--- config.mk ---
export PLATFORM = sky130hd
export DESIGN_NAME = dmem_arbiter
export DESIGN_NICKNAME = d
export VERILOG_FILES = /design/src/rtl/dmem_pkg.sv /design/src/rtl/rr_pick2.sv /design/src/rtl/dmem_arbiter.sv
export SDC_FILE = /design/constraint.sdc
export NUM_CORES = 1
export LEC_CHECK = 0
export CORE_AREA = 3 3 139 141
export DETAILED_ROUTE_END_ITERATION = 10
export DIE_AREA = 0 0 142 144
export PLACE_DENSITY = 0.44
export SETUP_SLACK_MARGIN = 0.05
export SYNTH_ARGS = -nofsm -noshare
export SYNTH_HDL_FRONTEND = slang
export SYNTH_SLANG_ARGS = --single-unit
export TNS_END_PERCENT = 1
--- constraint.sdc ---
create_clock -name i_clk -period 2.95 [get_ports i_clk]
set_input_delay 0.7375 -clock i_clk [delete_from_list [all_inputs] [get_ports i_clk]]
set_output_delay 0.7375 -clock i_clk [all_outputs]
set_load 0.05 [all_outputs]
--- src/rtl/dmem_pkg.sv ---
// Shared types and default sizes for the data-memory arbiter and its selector.
package dmem_pkg;

    localparam int DATA_WIDTH_DEF = 64;
    localparam int ADDR_WIDTH_DEF = 8;
    localparam int MEM_DEPTH_DEF  = 128;
    localparam int MAX_LOCK_DEF   = 8;

    typedef enum logic [1:0] {
        ARB   = 2'd0,
        LOCK0 = 2'd1,
        LOCK1 = 2'd2
    } lock_state_e;

    typedef logic port_id_t;

endpackage

--- src/rtl/rr_pick2.sv ---
// Two-way round-robin selector: one-hot grant from requests, last winner and lock state.
module rr_pick2
    import dmem_pkg::*;
(
    input  logic [1:0]  req_i,
    input  port_id_t    last_i,
    input  lock_state_e state_i,
    output logic [1:0]  gnt_o
);

    always_comb begin
        // NOTE: default assignment first so every path drives gnt_o and no latch is inferred.
        gnt_o = 2'b00;
        case (state_i)
            LOCK0:   gnt_o = {1'b0, req_i[0]};
            LOCK1:   gnt_o = {req_i[1], 1'b0};
            default: begin
                if (req_i == 2'b11) begin
                    gnt_o = (last_i == 1'b0) ? 2'b10 : 2'b01;
                end else begin
                    gnt_o = req_i;
                end
            end
        endcase
    end

endmodule

--- src/rtl/dmem_arbiter.sv ---
// Shares a single-ported data memory between two masters with round-robin arbitration,
// bounded locked sequences and per-port read-data return one cycle after the grant.
module dmem_arbiter
    import dmem_pkg::*;
#(
    parameter int DATA_WIDTH = DATA_WIDTH_DEF,
    parameter int ADDR_WIDTH = ADDR_WIDTH_DEF,
    parameter int MEM_DEPTH  = MEM_DEPTH_DEF,
    parameter int MAX_LOCK   = MAX_LOCK_DEF
) (
    input  logic                  i_clk,
    input  logic                  i_rst,
    input  logic                  i_req0,
    input  logic                  i_req1,
    input  logic                  i_we0,
    input  logic                  i_we1,
    input  logic                  i_lock0,
    input  logic                  i_lock1,
    input  logic [ADDR_WIDTH-1:0] i_addr0,
    input  logic [ADDR_WIDTH-1:0] i_addr1,
    input  logic [DATA_WIDTH-1:0] i_wdata0,
    input  logic [DATA_WIDTH-1:0] i_wdata1,
    output logic                  o_gnt0,
    output logic                  o_gnt1,
    output logic                  o_rvalid0,
    output logic                  o_rvalid1,
    output logic                  o_err0,
    output logic                  o_err1,
    output logic [DATA_WIDTH-1:0] o_rdata,
    output logic                  o_mem_write,
    output logic                  o_mem_read,
    output logic [ADDR_WIDTH-1:0] o_mem_addr,
    output logic [DATA_WIDTH-1:0] o_mem_wdata,
    input  logic [DATA_WIDTH-1:0] i_mem_rdata
);

    localparam int CNT_W = $clog2(MAX_LOCK + 1);
    localparam logic [CNT_W-1:0]      CNT_MAX = CNT_W'(MAX_LOCK);
    localparam logic [ADDR_WIDTH:0]   DEPTH_W = (ADDR_WIDTH + 1)'(MEM_DEPTH);

    lock_state_e      state_q;
    port_id_t         last_q;
    logic [CNT_W-1:0] lock_cnt_q;
    logic [CNT_W-1:0] cnt_inc;

    logic     pend_valid_q, pend_valid_d;
    port_id_t pend_port_q, pend_port_d;
    logic     pend_err_q, pend_err_d;
    logic     pend_read_q, pend_read_d;

    logic [1:0]            pick;
    logic [1:0]            gnt;
    logic                  any_gnt;
    port_id_t              win;
    logic                  sel_we;
    logic                  sel_lock;
    logic                  owner_req;
    logic [ADDR_WIDTH-1:0] sel_addr;
    logic [DATA_WIDTH-1:0] sel_wdata;
    logic                  in_range;
    logic                  rd_done;

    rr_pick2 u_pick (
        .req_i   ({i_req1, i_req0}),
        .last_i  (last_q),
        .state_i (state_q),
        .gnt_o   (pick)
    );

    // Reset blanks the grant so a request seen during reset leaves no trace.
    assign gnt     = i_rst ? 2'b00 : pick;
    assign any_gnt = |gnt;
    assign win     = port_id_t'(gnt[1]);

    assign sel_we    = win ? i_we1    : i_we0;
    assign sel_lock  = win ? i_lock1  : i_lock0;
    assign sel_addr  = win ? i_addr1  : i_addr0;
    assign sel_wdata = win ? i_wdata1 : i_wdata0;
    assign in_range  = ({1'b0, sel_addr} < DEPTH_W);
    assign owner_req = (state_q == LOCK1) ? i_req1 : i_req0;
    assign cnt_inc   = lock_cnt_q + 1'b1;

    assign o_gnt0      = gnt[0];
    assign o_gnt1      = gnt[1];
    assign o_mem_write = any_gnt &  sel_we & in_range;
    assign o_mem_read  = any_gnt & ~sel_we & in_range;
    assign o_mem_addr  = any_gnt ? sel_addr  : '0;
    assign o_mem_wdata = any_gnt ? sel_wdata : '0;

    // Reads and out-of-range writes leave a tag; in-range writes complete silently.
    assign pend_valid_d = any_gnt & (~sel_we | ~in_range);
    assign pend_port_d  = win;
    assign pend_err_d   = ~in_range;
    assign pend_read_d  = ~sel_we;

    always_ff @(posedge i_clk or posedge i_rst) begin
        if (i_rst) begin
            pend_valid_q <= 1'b0;
            pend_port_q  <= 1'b0;
            pend_err_q   <= 1'b0;
            pend_read_q  <= 1'b0;
        end else begin
            // NOTE: non-blocking assignments for all sequential state so flops update together.
            pend_valid_q <= pend_valid_d;
            pend_port_q  <= pend_port_d;
            pend_err_q   <= pend_err_d;
            pend_read_q  <= pend_read_d;
        end
    end

    // Completion outputs decode straight from the tag flops; data comes from the memory's own register.
    assign rd_done   = pend_valid_q & pend_read_q;
    assign o_rvalid0 = rd_done & (pend_port_q == 1'b0);
    assign o_rvalid1 = rd_done & (pend_port_q == 1'b1);
    assign o_err0    = pend_valid_q & pend_err_q & (pend_port_q == 1'b0);
    assign o_err1    = pend_valid_q & pend_err_q & (pend_port_q == 1'b1);
    assign o_rdata   = (rd_done & ~pend_err_q) ? i_mem_rdata : '0;

    always_ff @(posedge i_clk or posedge i_rst) begin
        if (i_rst) begin
            state_q    <= ARB;
            last_q     <= 1'b1;
            lock_cnt_q <= '0;
        end else begin
            if (any_gnt) begin
                last_q <= win;
            end
            case (state_q)
                ARB: begin
                    if (any_gnt && sel_lock) begin
                        state_q    <= win ? LOCK1 : LOCK0;
                        lock_cnt_q <= CNT_W'(1);
                    end
                end
                LOCK0, LOCK1: begin
                    // While locked the owner is the only grantable port, so sel_lock is the owner's lock.
                    if (!owner_req || !sel_lock || cnt_inc == CNT_MAX) begin
                        state_q    <= ARB;
                        lock_cnt_q <= '0;
                    end else begin
                        lock_cnt_q <= cnt_inc;
                    end
                end
                default: begin
                    state_q    <= ARB;
                    lock_cnt_q <= '0;
                end
            endcase
        end
    end

endmodule

==> results.cfg <==
[worst_setup_path]
cp.required_ps = 2210
start_kind = register
crit_start = state_q[1]$_DFFE_PP0P_
crit_top_cell = buf_12
arrival_ps = 2230
r2r_start = state_q[1]$_DFFE_PP0P_
max_stage_delay_ps = 400
path_class = register to output pin
regToRegSetupSlack_ps = 540
cp-endpoint = o_mem_addr[0]
path_cells = inv_2 -> ha_4 -> or3b_4 -> nand4_4 -> nor2_4 -> buf_12 -> buf_12 -> buf_4 -> a22o_1 -> buf_6
cp_max_fo = 7
critPathCaptureType = output pin
reg2regPathDepth = 9
reg2reg_to = state_q[1]$_DFFE_PP0P_
cpMaxStageDelayCell = or3b_4

[routing]
drc = 0
dr.pass1.iters = 4
dr.first_iter.drc_count = 76
vias_per_cell = 4.139
wl_per_cell_um = 18.72
drtAntennaViolNets = 0
totalWireLength_mm = 15.90
dr_total_vias = 3514

[clock_tree]
hold_buffers = 0
clk_path_buf_depth = 2
numCtsBuffers = 3
cts_tree = done
cts-root-buf = clkbuf_16
cts_max_level = 1
cts.sinks = 11
cts.clk_slew.worst_paths_ps = 40
insertion_delay_ps = 240

[sta]
fin_crit_sh_pct = 100.7
slew_viol_final = 0
timing.final.ws_setup_ps = -19.46
finClkSkew_ps = 2.990
worstMarginPinSlew_ps = 537.7
hold_violations = 0
min_period_ps = 2969
max_slew_margin_pct = 64.04
rsz0062_at_grt = yes
setup_viol = 7
max_freq_mhz = 336.8

[final_layout]
drive_gt1_share_pct = 33.87
fillers = 1775
antennaDiodeCount = 0
fin_util_pct = 39.09
seqCellArea_sq_um = 276.5
multi_input_area_sq_mm = 0.001580
postLayoutCellArea_sq_mm = 0.007071
area_delta_synth_final_pct = 275.0
fin_nets = 842

[yosys]
syn_area_sq_mm = 0.001886
synth-seq-cells = 11
synth_edf_count = 0
syn_nets = 461
synth_seq_area_share_pct = 14.66
syn_avg_cell_area_sq_um = 7.856
synth_ff_type = dfrtp_1
synthArstFlopShare_pct = 100.0
yosys_warnings = 0
synth.distinct_cells = 40
netlist_instances = 240

[grt]
grt.total_usage_pct = 13.86
grt_pass1_vias = 3637
grt_pass1_wl_mm = 22.00
grt_max_degree = 25
grt_overflow = 0
grt_antenna_before_repair = 0

[placed_design]
gp_congestion = 0.8449
dpl_cell_area_sq_mm = 0.006432
portBuffers = 359
dp_hpwl_mm = 13.60

[die]
row_count = 49
io_pins = 360
die_area_sq_mm = 0.02045
core_area_sq_mm = 0.01809
start_util_pct = 10.43
die_h_um = 144
die_w_um = 142

[min_path]
hold_path_class = register to register

[pwr]
vdd_drop_max_v = 0.0003305
finalPower_w = 0.004699
power_density_mw_per_mm2 = 664.5
p_leak_nw = 2.999

[status]
status = complete, but fails checks
violations = setup timing

[run]
maxCapViolCount = 0
==> worst min-delay path by stage <==
stage / end / cells past startpoint / startpoint
2_1_floorplan: lock_cnt_q[2]$_DFFE_PP0P_ / 1 / lock_cnt_q[2]$_DFFE_PP0P_
6_report: lock_cnt_q[2]$_DFFE_PP0P_ / 1 / lock_cnt_q[2]$_DFFE_PP0P_
3_5_place_dp: lock_cnt_q[2]$_DFFE_PP0P_ / 1 / lock_cnt_q[2]$_DFFE_PP0P_
3_3_place_gp: lock_cnt_q[2]$_DFFE_PP0P_ / 1 / lock_cnt_q[2]$_DFFE_PP0P_
4_1_cts: lock_cnt_q[2]$_DFFE_PP0P_ / 1 / lock_cnt_q[2]$_DFFE_PP0P_
5_1_grt: lock_cnt_q[2]$_DFFE_PP0P_ / 1 / lock_cnt_q[2]$_DFFE_PP0P_
==> synthesized netlist by cell type, drive strengths merged (2+ instances only) <==
| library cell | instances | area [sq um] |
|---|---|---|
| a22o | 71 | 621.9 |
| and2 | 65 | 406.6 |
| and3 | 3 | 18.77 |
| buf | 12 | 66.31 |
| clkbuf | 10 | 37.54 |
| dfrtp | 10 | 250.2 |
| ha | 5 | 62.56 |
| inv | 11 | 41.29 |
| nand2 | 9 | 33.78 |
| nand2b | 2 | 12.51 |
| nand3 | 3 | 15.01 |
| nand4 | 2 | 18.77 |
| nor2 | 9 | 36.29 |
| o21ai | 3 | 15.01 |
| o31ai | 4 | 30.03 |
==> cells in the final DEF, fill, tap and decap left out, drive strengths merged, types with 2 or more instances in the layout <==
| cell type | Yosys | final |
|---|---|---|
| nand3 | 3 | 3 |
| clkbuf | 10 | 4 |
| o21ai | 3 | 3 |
| buf | 12 | 179 |
| a22o | 71 | 71 |
| dfrtp | 10 | 10 |
| nand2b | 2 | 2 |
| o31ai | 4 | 4 |
| nor2 | 9 | 9 |
| and2 | 65 | 65 |
| and3 | 3 | 3 |
| clkdlybuf4s50 | 0 | 216 |
| nand2 | 9 | 9 |
| inv | 11 | 11 |
| ha | 5 | 5 |
| dlygate4sd2 | 0 | 2 |
| nand4 | 2 | 2 |
==> kinds of logic (layout without fill, tap and decap cells) <==
| kind of cell | Yosys count | after routing | share of synthesized area [%] |
|---|---|---|---|
| buffers and inverters | 33 | 413 | 7.697 |
| AO/OA/AOI/OAI | 88 | 88 | 41.01 |
| multiplexers | 2 | 2 | 1.128 |
| XOR/XNOR | 1 | 1 | 0.4646 |
| AND/OR/NAND/NOR | 100 | 100 | 31.72 |
| flip-flops | 11 | 11 | 14.67 |
| adder cells (fa/ha/maj) | 5 | 5 | 3.318 |
==> stage by stage <==
step	cells	setup TNS, ps	worst slack, ps	hold slack (ps)
6_report	849	-41.02	-19.46	520.8
5_1_grt	849	-1596	-88.86	533.5
4_1_cts	850	-351.9	-51.68	518.1
3_5_place_dp	832	-18430	-309.6	510.9
3_3_place_gp	832	-17860	-301.2	504.9
2_1_floorplan	240	-207.1	-102.6	477.4
==> layout make-up <==
cell class / instances / share of cell area, %
tap: 229 / 4.052
sequential: 11 / 3.911
multi-input combinational: 196 / 22.35
timing repair buffer: 398 / 67.95
clock buffer: 4 / 1.115
inverter: 11 / 0.6194
==> worst max-delay path, delay by kind of cell, from the launching register on <==
family / cells / cell delay (ps)
compound gates: 1 / 190
fa+ha+maj: 1 / 220
buf+inv: 5 / 650
flops: 1 / 380
simple gates: 3 / 550
==> registers in the layout, indices dropped and copies added, names as in the netlist <==
name	flops
last_q	1
lock_cnt_q	4
pend_err_q	1
pend_port_q	1
pend_read_q	1
pend_valid_q	1
state_q	2
==> repair_timing <==
item | CTS | global route
resized for setup | 82 | 25
setup buffers | 11 | 1
setup endpoints to repair | 75 | 74
gates cloned | 3 | 0
pin swaps | 9 | 34
==> power by group <==
group | total (W) | switching [W] | internal [W]
Combinational | 0.00421 | 0.00236 | 0.00185
Clock | 0.000244 | 0.0000631 | 0.000181
Sequential | 0.000245 | 0.0000398 | 0.000205
==> per-layer routing <==
metal  global-route usage [%]  wire (um)  vias up
met5                        0          0        -
met4                    3.586        393        0
met3                    4.200       1556       19
met2                    25.44       8239      243
met1                    15.60       5706     1605
li1                         -          -     1647
No activity file was read; power rests on OpenSTA's default activity.
==> edit 1: new RTL, same settings <==
Set the package constant `MAX_LOCK_DEF` to 16 (it was 8).
--- a/src/rtl/dmem_pkg.sv
+++ b/src/rtl/dmem_pkg.sv
@@ -4,7 +4,7 @@
     localparam int DATA_WIDTH_DEF = 64;
     localparam int ADDR_WIDTH_DEF = 8;
     localparam int MEM_DEPTH_DEF  = 128;
-    localparam int MAX_LOCK_DEF   = 8;
+    localparam int MAX_LOCK_DEF   = 16;
 
     typedef enum logic [1:0] {
         ARB   = 2'd0,
Check against the original RTL: not equivalent (a bounded check fails within 10 cycles, from zero or initial values and one cycle with i_rst high).
==> edit 1 against the original RTL <==
The run still ends with setup timing left; fmax fell by 0.79%; clock power rose by 11%; area after synthesis rose by 8.9%; sequential cell count rose by 1; synthesized cell count rose by 4.6%; sequential power rose by 11%; die area did not move; worst setup slack got worse by 0.024 ns; routed wire length rose by 6.9%; count of clock-buffer cells in the layout did not move; total power rose by 21%; cell area rose by 11%; critical path type unchanged.
==> edit 1: results <==
status:
  outcome: "complete, but fails checks"
  violations: "setup timing"
logic_synthesis:
  synth.distinct_cells: 39
  syn_avg_cell_area_um2: 8.18
  synthTopCellsByArea: "a22o_1, and2_1, dfrtp_1, buf_6, ha_1"
  netlist_top_cells_count: "a22o_1, and2_1, inv_1, nand2_1, dfrtp_1"
  synthAdderAreaFrac_pct: 3.66
  synth_compound_gate_area_share_pct: 39.7
  synthXorXnorAreaFrac_pct: 0
  ys_seq_area_share_pct: 14.7
  synth_nets: 473
  synth.area.mux_share_pct: 2.50
route:
  firstDrtPassIters: 6
  drt_iter0_drc: 131
  dr_wl_met3_mm: 1.61
  top_layer_used: "met4"
  wl_met2_mm: 9.24
  wl_met1_mm: 5.69
  drt-total-wl_mm: 17.0
  wl_per_cell_um: 19.8
  via_per_inst: 4.18
layout:
  nets: 853
  layout-drive-gt1-share_pct: 35.2
  reg_top3: "lock_cnt_q (5), state_q (2)"
  num_antenna_cells: 0
placement:
  placed_area_um2: 7330
  preCtsSetupSlack_ns: -0.273
  place.gp.congestion: 0.926
  numPlacedInstances: 842
  dp_hpwl_mm: 14.4
power:
  ir_drop_mv: 0.426
  power_switching_w: 0.00276
  leakage_nw: 3.25
global_route:
  grt_pass1_vias: 3832
  grt_max_degree: 65
  grt.total_usage_pct: 15.1
  grt_pass1_wl_mm: 23.6
min_path:
  worstHoldEndpoint: "last_q$_DFFE_PP1N_"
  hold_start: "last_q$_DFFE_PP1N_"
sta:
  skew_ns: 0.00104
  hold_ws_ns: 0.534
  setup_viol: 24
  fin_tns_setup_ns: -0.738
  worstMarginPinSlew_ns: 0.570
  fin_ws_ns: -0.0432
worst_setup_path:
  worst-r2r-setup-slack_ns: 0.78
  r2r_end: "state_q[0]$_DFFE_PP0P_"
  slowest_stage: "dfrtp_1"
clock_tree:
  post_cts_resized: 38
  cts_setup_buffers: 8
-- edit 1: changes by cell type after synthesis, moves of 2 or more --
| cell | before | now |
|---|---|---|
| mux2i_1 | 1 | 4 |
| buf_2 | 11 | 5 |
| buf_6 | 1 | 7 |
| inv_1 | 10 | 12 |
| o22ai_1 | 0 | 2 |
| o21ai_0 | 3 | 1 |
| nand2_1 | 9 | 12 |
| a31oi_1 | 0 | 2 |
| o31ai_1 | 4 | 0 |
| nand3_2 | 0 | 2 |
-- edit 1: layer usage --
metal	vias up	global-route usage (%)
li1	1694	-
met1	1623	16.1
met2	251	29.1
met3	19	4.30
met4	0	3.74
met5	-	0
-- edit 1: worst max path at each step --
stage                                 startpoint              end  slack [ns]  cells after the start
after floorplan                            i_rst      o_mem_write       -0.08                      8
after global placement                    i_req1  o_mem_wdata[36]       -0.26                      7
after CTS                 state_q[0]$_DFFE_PP0P_  o_mem_wdata[59]       -0.06                     10
after detailed placement                  i_req1  o_mem_wdata[62]       -0.27                      7
final                     state_q[0]$_DFFE_PP0P_  o_mem_wdata[52]       -0.04                     10
after global routing      state_q[0]$_DFFE_PP0P_  o_mem_wdata[52]       -0.10                     10
-- edit 1: power by group through the flow --
stage	clock (W)	sequential (W)	combinational, W
2_1_floorplan	0	0.000258	0.00241
3_3_place_gp	0	0.000269	0.00475
3_5_place_dp	0	0.000272	0.00477
4_1_cts	0.000277	0.000270	0.00519
5_1_grt	0.000288	0.000278	0.00537
6_report	0.000270	0.000271	0.00517
-- edit 1: final cells by class --
cell class              count  area (µm²)  area share [%]
well taps                 229         287            3.65
inverters                  13        51.3           0.653
clock buffers               4        88.8            1.13
multi-input cells         205        1770            22.5
flip-flops and latches     12         302            3.84
repair buffers            396        5360            68.2
==> edit 2: new RTL, same settings <==
Without the edit above. Encoding of `lock_state_e`: now one-hot (3 bits for 3 states).
--- a/src/rtl/dmem_pkg.sv
+++ b/src/rtl/dmem_pkg.sv
@@ -6,10 +6,10 @@
     localparam int MEM_DEPTH_DEF  = 128;
     localparam int MAX_LOCK_DEF   = 8;
 
-    typedef enum logic [1:0] {
-        ARB   = 2'd0,
-        LOCK0 = 2'd1,
-        LOCK1 = 2'd2
+    typedef enum logic [2:0] {
+        ARB   = 3'b001,
+        LOCK0 = 3'b010,
+        LOCK1 = 3'b100
     } lock_state_e;
 
     typedef logic port_id_t;
Formal check against the unedited RTL: no difference found for any inputs over 10 cycles, from zero or initial values and one cycle with i_rst high; not proved beyond that.
==> edit 2 against the original RTL <==
Combinational power down 45%; total power down 40%; fmax up 3.0%; area after synthesis up 0.60%; sequential cell count up 1; worst setup slack better by 0.086 ns; routed wire length up 15%; cell area up 14%; sequential share of layout area down 0.14 points; critical path depth down 2; non-clock buffer count down 5; critical endpoint is now o_mem_wdata[26]; largest cell class unchanged; largest power group unchanged.
==> edit 2: results <==
status:
  outcome: "finished, final reports clean"
sta:
  skew_ns: 0.000688
  hold_ws_ns: 0.548
  max_freq_ghz: 0.347
min_path:
  worstHoldEndpoint: "last_q$_DFFE_PP1N_"
placement:
  place.gp.congestion: 0.826
  numPlacedInstances: 821
  preCtsSetupSlack_ns: -0.323
  dp_hpwl_mm: 14.0
route:
  wl_per_cell_um: 21.6
  drt_iter0_drc: 55
  dr_total_vias: 3553
logic_synthesis:
  synth.distinct_cells: 35
  synthTopCellsByArea: "a22o_1, and2_1, dfrtp_1, clkbuf_1, dfstp_2"
  synth_nets: 462
  ys_seq_area_share_pct: 16.0
  syn_avg_cell_area_um2: 7.77
worst_setup_path:
  worst-r2r-setup-slack_ns: 0.79
  r2r_start: "state_q[0]$_DFFE_PP1P_"
  worstPathMaxFanout: 5
  r2r_end: "lock_cnt_q[2]$_DFFE_PP0P_"
  worstSetupEndpoint: "o_mem_wdata[26]"
  crit_start: "i_req0"
  rr_worst_depth: 8
  crit_arrival_ns: 2.15
global_route:
  grt_max_degree: 65
  grt.total_usage_pct: 15.8
  antenna_found_initial: 0
  grt_pass1_wl_mm: 24.4
power:
  leakage_nw: 3.29
  ir_drop_mv: 0.182
layout:
  reg_top3: "lock_cnt_q (4), state_q (3)"
  nets: 837
  final_cells: 847
## edit 2: cell count changes after synthesis, sizes merged, moves of 2 or more
cell	unedited run	this run
buf	12	9
o31ai	4	1
inv	11	2
nor3b	0	3
nor2b	1	4
a22o	71	74
mux2	1	3
a31oi	0	3
clkbuf	10	14
ha	5	2
o21ai	3	5
nand2	9	11
## edit 2: critical path: stages
cell and delay (ns):
dlygate4sd2_1 0.26, buf_6 0.13, o2111a_2 0.19, buf_4 0.15, buf_6 0.14, clkbuf_16 0.16, a22o_4 0.23, buf_12 0.15
## edit 2: cells by family (layout without fill, tap and decap cells)
group,count (synthesis),in the layout,synth area share (%)
DFF,12,12,16.0
and+or+nand+nor,108,108,32.9
adders and majority gates,2,2,1.32
buffers and inverters,25,399,5.54
AOI/OAI and AO/OA,92,92,41.4
muxes,5,5,2.84
## edit 2: through the flow
step	cell area, µm²	power (W)
2_1_floorplan	1900	0.00110
3_3_place_gp	7220	0.00227
3_5_place_dp	7220	0.00229
4_1_cts	7950	0.00281
5_1_grt	8030	0.00290
6_report	8030	0.00281
## edit 2: layer usage
metal  up-vias  wire length (µm)  GRT usage, %
li1       1666                 -             -
met1      1633              6120          16.0
met2       239             10300          32.0
met3        15              1600          4.43
met4         0               253          3.13
met5         -                 0             0
## edit 2: power breakdown
part	leakage (nW)	internal [W]	switching, W
combinational	3.09	0.00121	0.00112
clock	0.0442	0.000204	0.0000683
sequential	0.152	0.000190	0.0000255
## edit 2: area by class of cell
cell class / instances / area [µm²]
inverter: 2 / 7.51
sequential: 12 / 303
timing repair buffer: 393 / 5550
fill: 1636 / 10100
multi-input combinational: 207 / 1790
tap: 229 / 287
clock buffer: 4 / 88.8
